===== config.mk =====
export PLATFORM = sky130hd
export DESIGN_NAME = uart_phy
export DESIGN_NICKNAME = d
export VERILOG_FILES = /design/src/rtl/uart_phy.sv
export SDC_FILE = /design/constraint.sdc
export NUM_CORES = 1
export LEC_CHECK = 0
export CORE_MARGIN = 4
export CORE_UTILIZATION = 40
export DETAILED_ROUTE_END_ITERATION = 12
export DONT_BUFFER_PORTS = 1
export GPL_TIMING_DRIVEN = 0
export PLACE_DENSITY = 0.53
export SLEW_MARGIN = 20
export SYNTH_ARGS = -nofsm -noshare
export SYNTH_HDL_FRONTEND = slang
export SYNTH_SLANG_ARGS = --single-unit

===== constraint.sdc =====
create_clock -name clk -period 2.2 [get_ports clk]
set_input_delay 0.33 -clock clk [delete_from_list [all_inputs] [get_ports clk]]
set_output_delay 0.33 -clock clk [all_outputs]
set_load 0.01 [all_outputs]

===== src/rtl/uart_phy.sv =====
// uart_phy: bit-level 8N1 UART engine (1 start, 8 data LSB-first, 1 stop),
// idle-high line, CLK_DIV clocks per bit. TX and RX run independently.
//
// Ports:
//   clk       - single clock, rising edge
//   reset     - asynchronous, active-high
//   tx_req    - one-cycle transmit request, tx_data sampled in the same cycle
//   tx_data   - byte to transmit
//   rx        - serial input, asynchronous to clk
//   tx        - serial output
//   rx_data   - last good received byte, held until the next good byte
//   tx_ready  - one-cycle pulse in the last cycle of the stop bit
//   rx_ready  - one-cycle pulse, rx_data valid this cycle
//   rx_ferr   - one-cycle pulse, stop bit sampled low
module uart_phy #(
  parameter int unsigned CLK_DIV = 434
) (
  input  logic       clk,
  input  logic       reset,
  input  logic       tx_req,
  input  logic [7:0] tx_data,
  input  logic       rx,
  output logic       tx,
  output logic [7:0] rx_data,
  output logic       tx_ready,
  output logic       rx_ready,
  output logic       rx_ferr
);

  localparam int unsigned CW = $clog2(CLK_DIV);
  localparam logic [CW-1:0] LAST = CW'(CLK_DIV - 1);
  localparam logic [CW-1:0] HALF = CW'((CLK_DIV >> 1) - 1);

  // ---------------------------------------------------------------- TX ----
  typedef enum logic [1:0] {TX_IDLE, TX_START, TX_DATA, TX_STOP} tx_state_t;

  tx_state_t       tx_state, tx_next;
  logic [CW-1:0]   tx_cnt;
  logic [2:0]      tx_bit;
  logic [7:0]      tx_sh;
  logic            tx_last;

  assign tx_last = (tx_cnt == LAST);

  always_ff @(posedge clk or posedge reset) begin
    if (reset) tx_state <= TX_IDLE;
    else       tx_state <= tx_next;
  end

  always_comb begin
    tx_next = tx_state;
    case (tx_state)
      TX_IDLE:  if (tx_req) tx_next = TX_START;
      TX_START: if (tx_last) tx_next = TX_DATA;
      TX_DATA:  if (tx_last && tx_bit == 3'd7) tx_next = TX_STOP;
      TX_STOP:  if (tx_last) tx_next = TX_IDLE;
      default:  tx_next = TX_IDLE;
    endcase
  end

  // tx is decoded from state so that reset forces the line high immediately.
  always_comb begin
    tx       = 1'b1;
    tx_ready = 1'b0;
    case (tx_state)
      TX_START: tx = 1'b0;
      TX_DATA:  tx = tx_sh[0];
      TX_STOP:  tx_ready = tx_last;
      default:  tx = 1'b1;
    endcase
  end

  // Shift register loads only in IDLE, so requests during a frame are ignored.
  always_ff @(posedge clk or posedge reset) begin
    if (reset) begin
      tx_cnt <= '0;
      tx_bit <= '0;
      tx_sh  <= '0;
    end else if (tx_state == TX_IDLE) begin
      tx_cnt <= '0;
      tx_bit <= '0;
      if (tx_req) tx_sh <= tx_data;
    end else begin
      tx_cnt <= tx_last ? '0 : tx_cnt + CW'(1);
      if (tx_state == TX_DATA && tx_last) begin
        tx_sh  <= {1'b0, tx_sh[7:1]};
        tx_bit <= tx_bit + 3'd1;
      end
    end
  end

  // ---------------------------------------------------------------- RX ----
  typedef enum logic [2:0] {RX_IDLE, RX_START, RX_DATA, RX_STOP, RX_WAIT_HIGH} rx_state_t;

  rx_state_t       rx_state, rx_next;
  logic            rx_m, rx_s;
  logic [CW-1:0]   rx_cnt;
  logic [2:0]      rx_bit;
  logic [7:0]      rx_sh;
  logic            rx_last, rx_half;
  logic            rx_sample, rx_good, rx_bad;

  always_ff @(posedge clk or posedge reset) begin
    if (reset) begin
      rx_m <= 1'b1;
      rx_s <= 1'b1;
    end else begin
      rx_m <= rx;
      rx_s <= rx_m;
    end
  end

  assign rx_last = (rx_cnt == LAST);
  assign rx_half = (rx_cnt == HALF);

  always_ff @(posedge clk or posedge reset) begin
    if (reset) rx_state <= RX_IDLE;
    else       rx_state <= rx_next;
  end

  always_comb begin
    rx_next = rx_state;
    case (rx_state)
      RX_IDLE:      if (!rx_s) rx_next = RX_START;
      RX_START:     if (rx_half) rx_next = rx_s ? RX_IDLE : RX_DATA;
      RX_DATA:      if (rx_last && rx_bit == 3'd7) rx_next = RX_STOP;
      RX_STOP:      if (rx_last) rx_next = rx_s ? RX_IDLE : RX_WAIT_HIGH;
      RX_WAIT_HIGH: if (rx_s) rx_next = RX_IDLE;
      default:      rx_next = RX_IDLE;
    endcase
  end

  always_comb begin
    rx_sample = (rx_state == RX_DATA) && rx_last;
    rx_good   = (rx_state == RX_STOP) && rx_last && rx_s;
    rx_bad    = (rx_state == RX_STOP) && rx_last && !rx_s;
  end

  // Counter restarts at the start-bit centre, so every later sample lands
  // CLK_DIV cycles apart at bit centres.
  always_ff @(posedge clk or posedge reset) begin
    if (reset) begin
      rx_cnt   <= '0;
      rx_bit   <= '0;
      rx_sh    <= '0;
      rx_data  <= '0;
      rx_ready <= 1'b0;
      rx_ferr  <= 1'b0;
    end else begin
      rx_ready <= rx_good;
      rx_ferr  <= rx_bad;
      if (rx_good) rx_data <= rx_sh;
      case (rx_state)
        RX_START: rx_cnt <= rx_half ? '0 : rx_cnt + CW'(1);
        RX_DATA,
        RX_STOP:  rx_cnt <= rx_last ? '0 : rx_cnt + CW'(1);
        default:  rx_cnt <= '0;
      endcase
      if (rx_state == RX_IDLE) rx_bit <= '0;
      else if (rx_sample)      rx_bit <= rx_bit + 3'd1;
      if (rx_sample) rx_sh <= {rx_s, rx_sh[7:1]};
    end
  end

endmodule


==> results.ini <==
[critical_path]
cp_max_fo=8
critPathArrivalTime_ns=2.26
cp.required_ns=2.40
timing_worst_setup_path_type=reg2reg
worst_r2r_path_depth=6
worst_setup_ep_type=flop
cp-start-kind=flop

[routing]
detail_route.iter0.violations=44
drt_pre_antenna_iters=4
via_per_inst=5.213
via_count_of_the_routed_design=1710
wl_um=4411
wl_per_cell_um=13.45
antenna_nets_post_route=0
route.detailed.drc=0

[yosys]
postSynthCellCount=234
ys_types=43
share_of_the_synthesized_area_in_compound_gates_ao_oa_aoi_oai=0.08211
ys_ff_latch=57
synth_top_family_by_area=simple AND/OR/NAND/NOR gates
synthAdderAreaFrac=0.06135
synth_xor_area_frac=0.04625
mappedNetlistNets=259
synthesis.area_per_instance_um2=11.33
post_synth_instance_area_mm2=0.002651
synth-warning-count=0
synth_largest_area_cell=sky130_fd_sc_hd__dfrtp_1
postSynth.asyncResetShare=1.000
synth_seq_area_share=0.5389
synth_enable_flop_cells=0
yosys.area.top_type_share=0.5191
synthMuxAreaShare=0.08731
ys.flop_type=sky130_fd_sc_hd__dfrtp_1
simple_gate_share_of_the_synthesized_area=0.1520
leading_post_synthesis_cells_by_cell_area=sky130_fd_sc_hd__dfrtp_1 52%, sky130_fd_sc_hd__mux2_2 7.2%, sky130_fd_sc_hd__ha_1 6.1%, sky130_fd_sc_hd__a21oi_1 3.6%, sky130_fd_sc_hd__nor2_1 3.4%

[final_layout]
syn_to_final_growth_pct=11.94
layout.nets=271
antenna_cells=0
fin_util=0.4647
layout.cell_area.non_filler_mm2=0.002968
post_route_cells_drive_above_1_share=0.1673

[cts]
cts.repair_timing.setup_buffer_count=0
htree_num_levels=3
tritoncts=done
clk-insertion-delay-late_ns=0.32
ctsLongestPathBuffers=2
cts-root-buf=sky130_fd_sc_hd__clkbuf_8
cts-resized-gates=0
clk_pin_slew_worst_paths_ns=0.06
cts_inserted_buffers=9
clkSinkCount=57

[sta]
fmax_ghz=0.4854
grt_setup_unrepaired=no
report.final.setup_viol=0
finClkSkew_ns=0.007201
hold_viol_final=4
finalHoldWorstSlack_ns=-0.004715
summed_negative_setup_slack_over_all_endpoints_ns=0
relSlewSlack=0.5442
post-route-min-period_ns=2.060
fin_crit_sh=0.9365
worstMarginPinSlew_ns=0.6837
drv_slew=0

[floorplanning]
fp.dieH_um=89.42
fp.dieW_um=89.42
rows=29
boundaryPins=24
core-area_mm2=0.006386
die_area_mm2=0.007995
initial_utilization=0.4152

[min_path]
worstHoldPathType=in2async

[global_routing]
first_global_vias=1699
grt_usage=0.1248
maximum_number_of_pins_on_one_net_before_global_route_repair=58
grt_first_pass_wirelength_um=7700
antenna_found_initial=0
grt_overflow=0

[pwr]
power_frac_seq=0.508
total_leakage_power_nw=1.392
power.ir.vdd_worst_v=0.0004603
power.share.switching=0.1955
p_clk_frac=0.480
combinationalPowerShare=0.013
powerDensity_mw_per_mm2=699.4
net-switching-power_uw=405.7
power_report.internal_total_mw=1.670

[job]
max_cap_violations=0

[placement]
dp_hpwl_um=3067
gp_congestion=0.7718
post_dp_cell_area_mm2=0.002750
buffer_ports.inserted=0

[status]
status=complete, but fails checks
violations_in_the_final_reports=hold timing

==> area by class of cell <==
cell class	count	area, um2
timing repair buffer	1	10.01
inverter	12	47.55
fill	608	3418
tap	77	96.34
clock buffer	14	172.7
buffer	9	40.04
multi-input combinational	156	1137
clock inverter	2	35.03
sequential	57	1429
==> stage by stage <==
step / total power [mW] / cells / setup WS [ns]
3_3_place_gp: 1.100 / 311 / -0.1984
2_1_floorplan: 1.092 / 234 / 0.3929
4_1_cts: 2.105 / 328 / 0.1152
5_1_grt: 2.156 / 328 / 0.006902
6_report: 2.076 / 328 / 0.1397
3_5_place_dp: 1.100 / 311 / 0.1322
==> worst max-delay path, stage by stage (launching register included) <==
cell and delay [ns]:
sky130_fd_sc_hd__dfrtp_1 0.39, sky130_fd_sc_hd__inv_1 0.08, sky130_fd_sc_hd__ha_1 0.14, sky130_fd_sc_hd__nand4b_1 0.19
sky130_fd_sc_hd__or2_4 0.31, sky130_fd_sc_hd__nor3_4 0.43, sky130_fd_sc_hd__mux2_2 0.39
==> power groups by stage <==
stage / combinational [mW] / sequential (mW) / clock, mW
after floorplan: 0.0195 / 1.07 / 0
after global placement: 0.0267 / 1.07 / 0
after detailed placement: 0.0272 / 1.07 / 0
after CTS: 0.0285 / 1.05 / 1.02
after global routing: 0.0321 / 1.05 / 1.07
final: 0.0261 / 1.05 / 0.996
==> sequential cells by signal, summed over array words and instances (netlist names), 2 cells and up <==
signal    count
rx_sh         8
rx_cnt        9
rx_state      3
tx_sh         8
rx_bit        3
rx_data       8
tx_bit        3
tx_cnt        9
tx_state      2
==> metal layers <==
| metal | share of wire | vias to the layer above | wire (um) | global-route usage |
|---|---|---|---|---|
| met1 | 0.47 | 840 | 2069 | 0.1634 |
| met3 | 0.043 | 5 | 190 | 0.04608 |
| met4 | 0.011 | 0 | 50 | 0.03789 |
| met2 | 0.48 | 23 | 2100 | 0.1936 |
| li1 | - | 842 | - | - |
| met5 | 0 | - | 0 | 0 |
==> repair_timing <==
action,in CTS,in global routing
endpoints found under the setup margin,0,0
hold endpoints to repair,1,0
hold buffers,1,0
==> cell usage after synthesis, types with 3 or more instances <==
cell type and n:
sky130_fd_sc_hd__xnor2_1 7, sky130_fd_sc_hd__nor2_1 24, sky130_fd_sc_hd__nand2_1 9, sky130_fd_sc_hd__dfrtp_1 55
sky130_fd_sc_hd__a21oi_1 19, sky130_fd_sc_hd__xor2_1 7, sky130_fd_sc_hd__mux2i_1 4, sky130_fd_sc_hd__inv_1 12
sky130_fd_sc_hd__nor3_1 7, sky130_fd_sc_hd__clkbuf_1 6, sky130_fd_sc_hd__ha_1 13, sky130_fd_sc_hd__o21ai_0 3
sky130_fd_sc_hd__mux2_2 17, sky130_fd_sc_hd__o22ai_1 7, sky130_fd_sc_hd__nand3_1 9
==> path summary, 6_finish.rpt <==
kind / slack (ns) / startpoint / to
max in group asynchronous: 1.75 / reset / tx_bit[0]
min reg2reg: 0.36 / rx_m / rx_s
max reg2reg: 0.14 / rx_cnt[1] / rx_data[1]
min: -0.005 / reset / tx_cnt[6]
min in group clk: 0.15 / tx_data[7] / tx_sh[7]
max: 0.14 / rx_cnt[1] / rx_data[1]
==> cells by family after synthesis <==
kind of cell | Yosys count
fa+ha+maj | 13
xor+xnor | 14
compound gates | 37
mux | 21
simple gates | 71
flops | 57
buf+inv | 21
==> cell usage in the layout, fill, tap and decap left out, types with 2 or more instances in the layout <==
cell type / Yosys / final
sky130_fd_sc_hd__dfrtp_1: 55 / 55
sky130_fd_sc_hd__nor2_1: 24 / 24
sky130_fd_sc_hd__a21oi_1: 19 / 19
sky130_fd_sc_hd__mux2_2: 17 / 17
sky130_fd_sc_hd__ha_1: 13 / 13
sky130_fd_sc_hd__clkbuf_8: 0 / 12
sky130_fd_sc_hd__inv_1: 12 / 11
sky130_fd_sc_hd__nand2_1: 9 / 9
sky130_fd_sc_hd__nand3_1: 9 / 9
sky130_fd_sc_hd__clkbuf_1: 6 / 8
sky130_fd_sc_hd__nor3_1: 7 / 7
sky130_fd_sc_hd__xnor2_1: 7 / 7
sky130_fd_sc_hd__xor2_1: 7 / 7
sky130_fd_sc_hd__o22ai_1: 7 / 7
sky130_fd_sc_hd__mux2i_1: 4 / 4
sky130_fd_sc_hd__o21ai_0: 3 / 3
sky130_fd_sc_hd__nand4b_1: 2 / 2
sky130_fd_sc_hd__nand2b_1: 2 / 2
sky130_fd_sc_hd__nor4_1: 2 / 2
sky130_fd_sc_hd__o31ai_1: 2 / 2
sky130_fd_sc_hd__buf_2: 2 / 2
sky130_fd_sc_hd__or3_1: 2 / 2
sky130_fd_sc_hd__dfstp_2: 2 / 2
Power figures use the tool's default switching activity.
